**src/rtl/seven_seg_display_ctrl.sv**
```systemverilog
// Four-digit seven-segment scan controller: hex decode, blanking, dp, leading-zero suppression, PWM brightness.
// Latency: anode/seg/dp/frame_done are registered one div_clock after the scan state they reflect.
// Backpressure: load_ready drops while a load is pending; pending contents move to the shadow at frame end.
module seven_seg_display_ctrl #(
  parameter int DWELL_CYCLES = 8
) (
  input  logic        div_clock,
  input  logic        reset,
  input  logic        load_valid,
  output logic        load_ready,
  input  logic [15:0] load_value,
  input  logic [3:0]  load_dp,
  input  logic [3:0]  load_blank,
  input  logic        lzs,
  input  logic [3:0]  bright,
  output logic [3:0]  anode,
  output logic [6:0]  seg,
  output logic        dp,
  output logic [1:0]  digit_sel,
  output logic        frame_done
);

  localparam logic [3:0] DWELL_LAST = 4'(DWELL_CYCLES - 1);

  logic [3:0]  dwell_cnt;
  logic [15:0] shadow_value, pend_value;
  logic [3:0]  shadow_dp, shadow_blank, pend_dp, pend_blank;
  logic        pend_flag;
  logic        slot_end, boundary;
  logic [3:0]  nibble, anode_sel, anode_nxt;
  logic [6:0]  hex_seg, seg_nxt;
  logic        dp_nxt, suppressed, lit;

  assign slot_end   = (dwell_cnt == DWELL_LAST);
  assign boundary   = slot_end && (digit_sel == 2'd3);
  assign load_ready = ~pend_flag;

  // A digit is suppressed only when it and every higher nibble are zero.
  always_comb begin
    nibble     = 4'd0;
    anode_sel  = 4'b1111;
    suppressed = 1'b0;
    case (digit_sel)
      2'd0: begin
        nibble    = shadow_value[3:0];
        anode_sel = 4'b1110;
      end
      2'd1: begin
        nibble     = shadow_value[7:4];
        anode_sel  = 4'b1101;
        suppressed = lzs && (shadow_value[15:4] == 12'd0);
      end
      2'd2: begin
        nibble     = shadow_value[11:8];
        anode_sel  = 4'b1011;
        suppressed = lzs && (shadow_value[15:8] == 8'd0);
      end
      default: begin
        nibble     = shadow_value[15:12];
        anode_sel  = 4'b0111;
        suppressed = lzs && (shadow_value[15:12] == 4'd0);
      end
    endcase
    lit = (dwell_cnt < bright) && !shadow_blank[digit_sel] && !suppressed;
  end

  always_comb begin
    hex_seg = 7'b1111111;
    case (nibble)
      4'h0: hex_seg = 7'b1000000;
      4'h1: hex_seg = 7'b1111001;
      4'h2: hex_seg = 7'b0100100;
      4'h3: hex_seg = 7'b0110000;
      4'h4: hex_seg = 7'b0011001;
      4'h5: hex_seg = 7'b0010010;
      4'h6: hex_seg = 7'b0000010;
      4'h7: hex_seg = 7'b1111000;
      4'h8: hex_seg = 7'b0000000;
      4'h9: hex_seg = 7'b0010000;
      4'hA: hex_seg = 7'b0001000;
      4'hB: hex_seg = 7'b0000011;
      4'hC: hex_seg = 7'b1000110;
      4'hD: hex_seg = 7'b0100001;
      4'hE: hex_seg = 7'b0000110;
      default: hex_seg = 7'b0001110;
    endcase
    anode_nxt = lit ? anode_sel : 4'b1111;
    seg_nxt   = lit ? hex_seg : 7'b1111111;
    dp_nxt    = lit ? ~shadow_dp[digit_sel] : 1'b1;
  end

  always_ff @(posedge div_clock) begin
    if (reset) begin
      dwell_cnt    <= 4'd0;
      digit_sel    <= 2'd0;
      shadow_value <= 16'd0;
      shadow_dp    <= 4'd0;
      shadow_blank <= 4'b1111;
      pend_value   <= 16'd0;
      pend_dp      <= 4'd0;
      pend_blank   <= 4'd0;
      pend_flag    <= 1'b0;
      anode        <= 4'b1111;
      seg          <= 7'b1111111;
      dp           <= 1'b1;
      frame_done   <= 1'b0;
    end else begin
      if (slot_end) begin
        dwell_cnt <= 4'd0;
        digit_sel <= digit_sel + 2'd1;
      end else begin
        dwell_cnt <= dwell_cnt + 4'd1;
      end
      // Swap only at the frame boundary so a frame never mixes old and new contents.
      if (boundary && pend_flag) begin
        shadow_value <= pend_value;
        shadow_dp    <= pend_dp;
        shadow_blank <= pend_blank;
        pend_flag    <= 1'b0;
      end else if (load_valid && !pend_flag) begin
        pend_value <= load_value;
        pend_dp    <= load_dp;
        pend_blank <= load_blank;
        pend_flag  <= 1'b1;
      end
      anode      <= anode_nxt;
      seg        <= seg_nxt;
      dp         <= dp_nxt;
      frame_done <= boundary;
    end
  end

endmodule

```
**config.mk**
```make
export PLATFORM = sky130hd
export DESIGN_NAME = seven_seg_display_ctrl
export DESIGN_NICKNAME = d
export VERILOG_FILES = /design/src/rtl/seven_seg_display_ctrl.sv
export SDC_FILE = /design/constraint.sdc
export NUM_CORES = 1
export LEC_CHECK = 0
export CAP_MARGIN = 0
export CORE_MARGIN = 2
export CORE_UTILIZATION = 56
export DETAILED_ROUTE_END_ITERATION = 12
export PLACE_DENSITY_LB_ADDON = 0.2
export SLEW_MARGIN = 25
export SYNTH_ARGS = -nofsm -noshare
export SYNTH_HDL_FRONTEND = slang
export SYNTH_SLANG_ARGS = --single-unit
```
**constraint.sdc**
```tcl
create_clock -name div_clock -period 3.55 [get_ports div_clock]
set_input_delay 0.355 -clock div_clock [delete_from_list [all_inputs] [get_ports div_clock]]
set_output_delay 0.355 -clock div_clock [all_outputs]
set_load 0.01 [all_outputs]
```
==> reports/results.tsv, run 1 <==
stage	metric	value	unit
outcome	status	completed	
timing	max_freq	377.4	MHz
global_routing	grt_pass1_vias	2075	
yosys	ys_seq_area_share	47.99	%
final_layout	nNetsFinal	424	
yosys	synth_area_leader_cell	dfxtp_1	
yosys	synth_cells	337	
final_layout	multiInputGateArea	0.001333	sq mm
final_layout	fin_cells	447	
yosys	synth.area.top_cells	dfxtp_1, nand2_1, a21oi_1	
placement	io_buffers	47	
cts	insertion_delay	330	ps
job	cap_violations	0	
cts	clk_pin_slew	70	ps
cts	cts_tree	done	
detailed_routing	vias	2346	
critical_path	critPathArrivalTime	2850	ps
timing	slew_headroom	35.80	%
critical_path	critPathSlowestCell	dfxtp_1	
min_path	hold_depth	2	
global_routing	grt_usage	21.63	%
final_layout	area_growth	22.81	%
cts	cts_buffers	9	
power	vdd_drop_max	247.6	uV
cts	cts_resized	0	
critical_path	path_class	reg -> reg	
yosys	synthesis.nets	384	
critical_path	crit_cells	10	
timing	finalCritPeriodShare	74.64	%
detailed_routing	routedWlPerCell	12.49	um
timing	finalCriticalPeriod	2650	ps
yosys	synth_most_common_cell	nand2_1	
die	initial_core_util	58.88	%
min_path	min_path_type	reg -> reg	
cts	cts_hold_buf	0	
critical_path	crit_buf_inv	2	
critical_path	crit_path_end_kind	register	
timing	setup_viol	0	
final_layout	drive_above_1_share	6.053	%
detailed_routing	first_iter_violations	142	
timing	clock_skew	5.998	ps
critical_path	critPathLaunchType	register	
critical_path	crit_family	flip-flops	
yosys	ys_top_cells_by_count	nand2_1, dfxtp_1, a21oi_1	
timing	rsz0062_at_grt	false	
placement	hpwl	3717	um
cts	cts_buffer_depth	2	
yosys	synth_edf_count	0	
die	io_pins	48	
timing	tightest_slew	963.0	ps
critical_path	required	3750	ps
yosys	ys_async_sr_fraction	0	%
final_layout	n_antenna_cell	0	
yosys	yosysWarningCount	0	
final_layout	utilization	72.31	%
yosys	synth.avg_cell_area	8.417	sq um
global_routing	grt_pass1_wl	9252	um
yosys	synth-seq-cells	68	
global_routing	grt_start_max_net_pins	58	
die	fp-row-count	25	
yosys	ys.flop_type	dfxtp_1	
global_routing	antenna_found_initial	0	
die	die_y	75.17	um
placement	dpl.cell_count	433	
detailed_routing	wl	5583	um
power	power_per_cell_area	418.0	mW/mm^2
critical_path	worst-path-max-fanout	9	
detailed_routing	route.detailed.drc	0	
die	dieArea	0.005651	sq mm
final_layout	design_area	0.003483	sq mm
yosys	yosysTopAreaCellShare	47.99	%
final_layout	seqCellArea	0.001361	sq mm
critical_path	crit_path_max_incr_delay	570	ps
global_routing	grt_overflow_total	0	
critical_path	rr_worst_depth	10	
timing	maxSlewViolCount	0	
detailed_routing	postRouteAntennaNets	0	
cts	clock_sinks	68	
cts	postCtsSetupBuffers	0	
placement	place_area	0.003307	sq mm
critical_path	path_cells	inv_1 -> ha_1 -> a22oi_1 -> nand2_1 -> mux2i_1 -> inv_1 -> ha_1 -> nor2b_1 -> a21oi_1 -> o221ai_2	
detailed_routing	drtPass1Iterations	6	
final_layout	nFillCells	397	
power	p_leak	1.310	nW
placement	gp_congestion	0.9082	
die	die_x	75.17	um
timing	hold_violations	0	
die	coreArea	0.004817	sq mm
yosys	yosysUniqueCellTypes	35	
timing	holdWs	452.0	ps
detailed_routing	viasPerCell	5.248	
cts	htreeDepth	3	
timing	setup_tns	0	ps
yosys	synth_area	0.002836	sq mm
cts	cts_root_buffer	clkbuf_8	
[cell families (layout without fill, tap and decap cells)]
kind of cell,Yosys count,after routing,synth area share [%]
flops,68,68,47.99
buf+inv,33,76,5.028
xor+xnor,2,2,0.6177
simple gates,141,141,20.73
mux,12,12,4.720
fa+ha+maj,15,15,6.617
compound gates,66,66,14.29
[layer usage]
metal / vias to the layer above / wire, um / track usage, %
met5: - / 0 / 0
met4: 0 / 62 / 9.552
met3: 7 / 210 / 5.087
met2: 51 / 2687 / 35.67
met1: 1088 / 2622 / 27.05
li1: 1200 / - / -
[power breakdown]
part           total, mW  switching, mW  internal (mW)
Sequential         0.794         0.0120          0.782
Combinational     0.0928         0.0414         0.0514
Clock              0.569          0.265          0.304
[per-stage QoR]
| step | total power [mW] | worst slack [ps] |
|---|---|---|
| 2_1_floorplan | 0.8573 | 1253 |
| 3_3_place_gp | 0.9010 | 1071 |
| 3_5_place_dp | 0.9042 | 970.8 |
| 4_1_cts | 1.466 | 887.6 |
| 5_1_grt | 1.507 | 594.7 |
| 6_report | 1.456 | 900.4 |
[final cells by class]
| type | count | share of cell area (%) |
|---|---|---|
| Sequential cell | 68 | 39.08 |
| Clock inverter | 1 | 0.2155 |
| Inverter | 13 | 1.401 |
| Clock buffer | 13 | 4.849 |
| Timing Repair Buffer | 49 | 13.79 |
| Multi-Input combinational cell | 236 | 38.25 |
| Tap cell | 67 | 2.407 |
[layout by cell type, fill, tap and decap left out, types with 2 or more instances in the layout]
| master | count |
|---|---|
| nor3_1 | 3 |
| buf_4 | 2 |
| a21o_1 | 2 |
| dfxtp_1 | 68 |
| o221ai_1 | 2 |
| nand3b_1 | 4 |
| nand2_1 | 110 |
| nand3_1 | 3 |
| nor2b_1 | 2 |
| inv_1 | 13 |
| mux2i_1 | 10 |
| clkbuf_8 | 12 |
| nor2_1 | 9 |
| ha_1 | 15 |
| nand2b_1 | 4 |
| o221ai_2 | 2 |
| nor4_1 | 2 |
| a222oi_1 | 3 |
| a21oi_1 | 49 |
| xnor2_1 | 2 |
| clkdlybuf4s50_1 | 46 |
[flip-flops by register name, indices dropped and copies added, names as in the netlist]
| name | cells |
|---|---|
| pend_value | 16 |
| shadow_value | 16 |
| seg | 7 |
| anode | 4 |
| dwell_cnt | 4 |
| pend_blank | 4 |
| pend_dp | 4 |
| shadow_blank | 4 |
| shadow_dp | 4 |
| digit_sel | 2 |
| dp | 1 |
| frame_done | 1 |
| pend_flag | 1 |
[final timing paths]
| kind | startpoint | endpoint | slack, ps |
|---|---|---|---|
| max | digit_sel[0] | seg[6] | 900 |
| min | pend_value[4] | shadow_value[4] | 450 |
| max reg2reg | digit_sel[0] | seg[6] | 900 |
| min reg2reg | pend_value[4] | shadow_value[4] | 450 |
[worst min-delay path, cell delays in order, from the launching register on]
cell and delay [ps]:
dfxtp_1 310, nand2_1 50, a21oi_1 50
Power figures use the tool's default switching activity.
==> run 2, diff against run 1 <==
- CORE_UTILIZATION: 56 -> 52
- clock period: 3.55 -> 2.7 ns (I/O delays scaled with it)
==> reports/results.tsv, run 2 (same netlist as run 1, synthesis figures left out) <==
stage	metric	value	unit	change
min_path	holdCritStartpoint	reset		was pend_value[4]
power	p_int	1.811	mW	was 1.137 mW
timing	finalCriticalPeriod	2397	ps	was 2650 ps
critical_path	crit_path_max_incr_delay	550	ps	was 570 ps
die	dieArea	0.006061	sq mm	was 0.005651 sq mm
cts	insertion_delay	350	ps	was 330 ps
critical_path	critPathSlowestCell	mux2i_1		was dfxtp_1
detailed_routing	drtPass1Iterations	5		was 6
cts	cts_buffer_depth	2		unchanged
global_routing	grt_start_max_net_pins	57		was 58
timing	tightest_slew	784.8	ps	was 963.0 ps
power	power_per_cell_area	622.3	mW/mm^2	was 418.0 mW/mm^2
final_layout	final_cell_mix	nand2_1, dfxtp_1, a21oi_1		unchanged
global_routing	grt_pass1_wl	9839	um	was 9252 um
critical_path	required	2940	ps	was 3750 ps
power	clkPwrFrac	48.3	%	was 39.1%
cts	clk_pin_slew	70	ps	about the same
global_routing	antenna_found_initial	0		unchanged
critical_path	path_cells	ha_1 -> mux2i_1 -> inv_1 -> ha_1 -> mux2i_1 -> a22o_1 -> nand2_1		was inv_1 -> ha_1 -> a22oi_1 -> nand2_1 -> mux2i_1 -> inv_1 -> ha_1 -> nor2b_1 -> a21oi_1 -> o221ai_2
power	p_leak	1.388	nW	was 1.310 nW
die	io_pins	48		unchanged
detailed_routing	first_iter_violations	112		was 142
cts	cts_root_buffer	clkbuf_8		unchanged
power	combPwrFrac	5.5	%	was 6.4%
final_layout	layout_commonest_cell	nand2_1		unchanged
global_routing	grt_pass1_vias	2172		was 2,075
critical_path	crit_family	adder cells		was flip-flops
detailed_routing	vias	2351		was 2,346
global_routing	grt_usage	20.55	%	was 21.63%
timing	setup_tns	0	ps	unchanged
timing	max_freq	417.2	MHz	was 377.4 MHz
critical_path	worst-path-max-fanout	9		unchanged
timing	hold_violations	0		unchanged
timing	maxSlewViolCount	0		unchanged
final_layout	n_antenna_cell	0		unchanged
die	fp-row-count	26		was 25
final_layout	area_growth	27.79	%	was 22.81%
detailed_routing	routedWlPerCell	12.73	um	was 12.49 um
critical_path	path_class	reg -> reg		unchanged
cts	cts_hold_buf	0		unchanged
detailed_routing	viasPerCell	5.133		was 5.248
global_routing	grt_overflow_total	0		unchanged
critical_path	crit_path_end_kind	register		unchanged
critical_path	critPathLaunchType	register		unchanged
final_layout	nFillCells	420		was 397
timing	clock_skew	7.896	ps	was 5.998 ps
power	vdd_drop_max	630.6	uV	was 247.6 uV
cts	clock_sinks	68		unchanged
critical_path	r2r-start	digit_sel[1]		was digit_sel[0]
detailed_routing	wl	5831	um	was 5583 um
timing	rsz0062_at_grt	false		unchanged
die	die_y	77.86	um	was 75.17 um
die	coreArea	0.005172	sq mm	was 0.004817 sq mm
detailed_routing	postRouteAntennaNets	0		unchanged
final_layout	nNetsFinal	430		was 424
die	initial_core_util	54.84	%	was 58.88%
critical_path	critPathArrivalTime	2640	ps	was 2850 ps
final_layout	drive_above_1_share	8.247	%	was 6.053%
cts	postCtsSetupBuffers	0		unchanged
critical_path	critPathLaunch	digit_sel[1]		was digit_sel[0]
job	cap_violations	0		unchanged
critical_path	crit_buf_inv	1		was 2
min_path	min_path_type	in -> reg		was reg -> reg
detailed_routing	route.detailed.drc	0		unchanged
die	die_x	77.86	um	was 75.17 um
final_layout	biggestRegsByFlops	pend_value: 16 flops, shadow_value: 16 flops, seg: 7 flops		unchanged
cts	cts_resized	0		unchanged
cts	htreeDepth	3		unchanged
placement	io_buffers	47		unchanged
cts	cts_tree	done		unchanged
timing	slew_headroom	46.18	%	was 35.80%
power	switchingPower	0.4444	mW	was 0.3187 mW
power	seqPwrFrac	46.3	%	was 54.5%
cts	cts_buffers	9		unchanged
outcome	status	completed		unchanged
timing	setup_viol	0		unchanged
final_layout	utilization	70.08	%	was 72.31%
placement	gp_congestion	0.8979		was 0.9082
power	p_sw_share	19.70	%	was 21.89%
timing	finalCritPeriodShare	88.79	%	was 74.64%
placement	hpwl	3799	um	was 3717 um
==> run 2: path summary, 6_finish.rpt <==
path | slack, ps | cells after the start | end
setup / recovery | 300 | 7 | seg[3]
hold / removal | 440 | 5 | dp
setup reg to reg | 300 | 7 | seg[3]
hold reg to reg | 450 | 2 | shadow_value[6]
==> run 2: worst reg2reg max path, delay by kind of cell, from the launching register on <==
kind | cells | cell delay [ps]
buffers and inverters | 1 | 190
AO/OA/AOI/OAI | 1 | 140
AND/OR/NAND/NOR | 1 | 40
multiplexers | 2 | 710
flip-flops | 1 | 460
adder cells (fa/ha/maj) | 2 | 750
==> run 2: routing by layer <==
layer | vias up | global-route usage, % | part of all wire, %
met1 | 1065 | 25.09 | 47
met2 | 57 | 32.50 | 46
met4 | 0 | 8.929 | 2.2
met5 | - | 0 | 0
li1 | 1216 | - | -
met3 | 13 | 7.442 | 4.9
==> run 2: layout make-up <==
cell class,instances,area (sq um),share of cell area (%)
inverter,13,48.80,1.346
clock inverter,3,90.09,2.485
clock buffer,13,178.9,4.936
multi-input combinational,236,1333,36.76
timing repair buffer,55,525.5,14.50
tap,70,87.58,2.416
sequential,68,1361,37.56
==> run 2: power groups by stage <==
| stage | sequential (mW) | combinational [mW] | clock (mW) |
|---|---|---|---|
| after floorplan | 1.06 | 0.0649 | 0 |
| after global placement | 1.07 | 0.121 | 0 |
| after detailed placement | 1.07 | 0.124 | 0 |
| after CTS | 1.04 | 0.125 | 1.10 |
| after global routing | 1.05 | 0.139 | 1.16 |
| final | 1.04 | 0.124 | 1.09 |
==> run 2: through the flow <==
stage                     total power [mW]  setup WS, ps  hold WS, ps  area [sq um]  cells
final                                2.256         302.8        435.5          3625    458
after detailed placement             1.190         323.0        444.3          3356    442
after global placement               1.186         450.1        442.5          3356    442
after floorplan                      1.127         403.4        406.0          2836    337
after CTS                            2.267         315.5        431.5          3625    458
after global routing                 2.340         39.97        441.4          3625    458
==> run 3, diff against run 2 <==
- HOLD_SLACK_MARGIN: default -> 0.1
==> results of run 3 <==
No change in the layout: final DEF, timing and power equal those of run 2.
==> RTL change: new RTL, config.mk and constraints of run 1 <==
The output `seg` loses its register stage (`seg` becomes a continuous assignment). Comments in the files are not updated.
--- a/src/rtl/seven_seg_display_ctrl.sv
+++ b/src/rtl/seven_seg_display_ctrl.sv
@@ -101,7 +101,6 @@
       pend_blank   <= 4'd0;
       pend_flag    <= 1'b0;
       anode        <= 4'b1111;
-      seg          <= 7'b1111111;
       dp           <= 1'b1;
       frame_done   <= 1'b0;
     end else begin
@@ -124,11 +123,12 @@
         pend_flag  <= 1'b1;
       end
       anode      <= anode_nxt;
-      seg        <= seg_nxt;
       dp         <= dp_nxt;
       frame_done <= boundary;
     end
   end
 
+  assign seg = seg_nxt;
+
 endmodule
 
Formal check against the unedited RTL: no difference found for any inputs over 10 cycles, from zero or initial values and one cycle with reset high; that may be too few to reach the edited logic, so the function may still have changed.
==> RTL change against run 1 <==
  * Hold slack worse by 0.0066 ns
  * Sequential cell count is 7 lower
  * Design area down 4.1%
  * Worst setup slack worse by 0.67 ns
  * Power down 4.0%
  * Fmax shrank 20%
  * Synthesized area fell by 5.2%
  * Cell count shrank 5.4%
  * Routed wire length shrank 2.8%
  * Largest power group unchanged
==> RTL change: results (changes against run 1) <==
Reg2Reg Depth 6 (-4); first-pass GRT wire length 9360 µm (+1.1%); initial drt markers 148 (+4.2%); Synth area leaders dfxtp_1, nand2_1, a21oi_1, ha_1, mux2i_1; worst reg2reg path endpoint shadow_value[3]; fraction of layout cells with a size suffix above 1 0.0759 (+0.0154); GRT Total Usage 0.227 (+0.0108); WP data arrival 2.96 ns (+0.11 ns); filler instances 364 (-8.3%); Placer Congestion 0.831 (-8.5%); Leak 1.21 nW (-7.7%); skew final 0.00529 ns (-0.000711 ns); vias after detailed routing 2291 (-2.3%); Hold Crit Class flop to flop; Synth top cells by count nand2_1, dfxtp_1, a21oi_1; Port Buffers 47 (unchanged); largest net degree at the start of global routing 62 (+6.9%); Worst Hold Endpoint shadow_value[0]; HPWL Detailed 3840 µm (+3.4%); vias in the first global route 2069 (-0.29%); R2R Path Start dwell_cnt[0]; Root Buffer clkbuf_8; critical path endpoint seg[3]; CP max stage cell clkdlybuf4s50_1; Max clock buf depth 2 (unchanged); drt total wl 5430 µm (-2.8%); CP max FO 7 (-2); worst skew pair latency 0.33 ns (about the same); sequential area share after synthesis 0.454 (-0.0258); Pre-antenna DRT Iters 5 (-1); Antenna Cells 0 (unchanged); Ys Warns 0 (unchanged); CP peak stage delay 0.56 ns; CP top delay family buffers and inverters; status finished clean; maximum vdd drop 0.312 mV (+26%); Yosys cell types 37 (+5.7%); Setup crit start digit_sel[0]; Hold Path Depth 2 (unchanged); max_slew headroom 0.339 (-0.0191); main flop type after synthesis dfxtp_1; Post-synth ARST share 0 (unchanged); initial antenna violation count 0 (unchanged); clk slew on worst S/H paths 0.06 ns; hold path start pend_value[0]; CTS buffer count 9 (unchanged); syn nets 369 (-3.9%); Regs by FF count pend_value: 16 flops, shadow_value: 16 flops; register-to-register setup slack 1.38 ns (+0.48 ns); Post-layout nets 409 (-3.5%); H-tree levels 3 (unchanged)
==> RTL change: cells by family after synthesis <==
group | share of synthesized area
fa+ha+maj | 0.0605
xor+xnor | 0.00652
buf+inv | 0.0544
compound gates | 0.150
flops | 0.454
mux | 0.0521
simple gates | 0.222
==> RTL change: final cells by class <==
cell class,instances,area (µm²),area share
Multi-Input combinational cell,229,1330,0.396
Timing Repair Buffer,49,480,0.144
Clock inverter,4,47.5,0.0142
Inverter,14,52.6,0.0157
Sequential cell,61,1220,0.366
Clock buffer,12,145,0.0434
Tap cell,54,67.6,0.0202
==> RTL change: timing repair <==
action / in CTS / in global routing
buffers inserted: 0 / 0
resized for setup: 0 / 3
hold buffers: 0 / 0
endpoints found under the setup margin: 0 / 5
==> RTL change: per-layer routing <==
layer	routed length (µm)	GRT usage	share of wire
met1	2460	0.298	0.45
met2	2500	0.358	0.46
met3	338	0.0466	0.062
met4	128	0.109	0.024
met5	0	0	0
==> RTL change: stage by stage <==
stage / power (mW) / std cells / hold WS, ns / instance area, µm² / setup slack (ns)
5_1_grt: 1.46 / 423 / 0.465 / 3340 / 0.0103
3_3_place_gp: 0.822 / 407 / 0.438 / 3140 / 0.556
3_5_place_dp: 0.826 / 407 / 0.443 / 3140 / 0.454
2_1_floorplan: 0.778 / 324 / 0.432 / 2690 / 1.21
6_report: 1.40 / 423 / 0.445 / 3340 / 0.234
4_1_cts: 1.41 / 423 / 0.443 / 3340 / 0.0899
==> RTL change: where the power goes <==
| part | internal [mW] | switching (mW) | total (mW) | leakage [nW] |
|---|---|---|---|---|
| Sequential | 0.704 | 0.0119 | 0.716 | 0.497 |
| Combinational | 0.0519 | 0.0423 | 0.0942 | 0.616 |
| Clock | 0.341 | 0.246 | 0.587 | 0.0964 |
| Total | 1.10 | 0.300 | 1.40 | 1.21 |
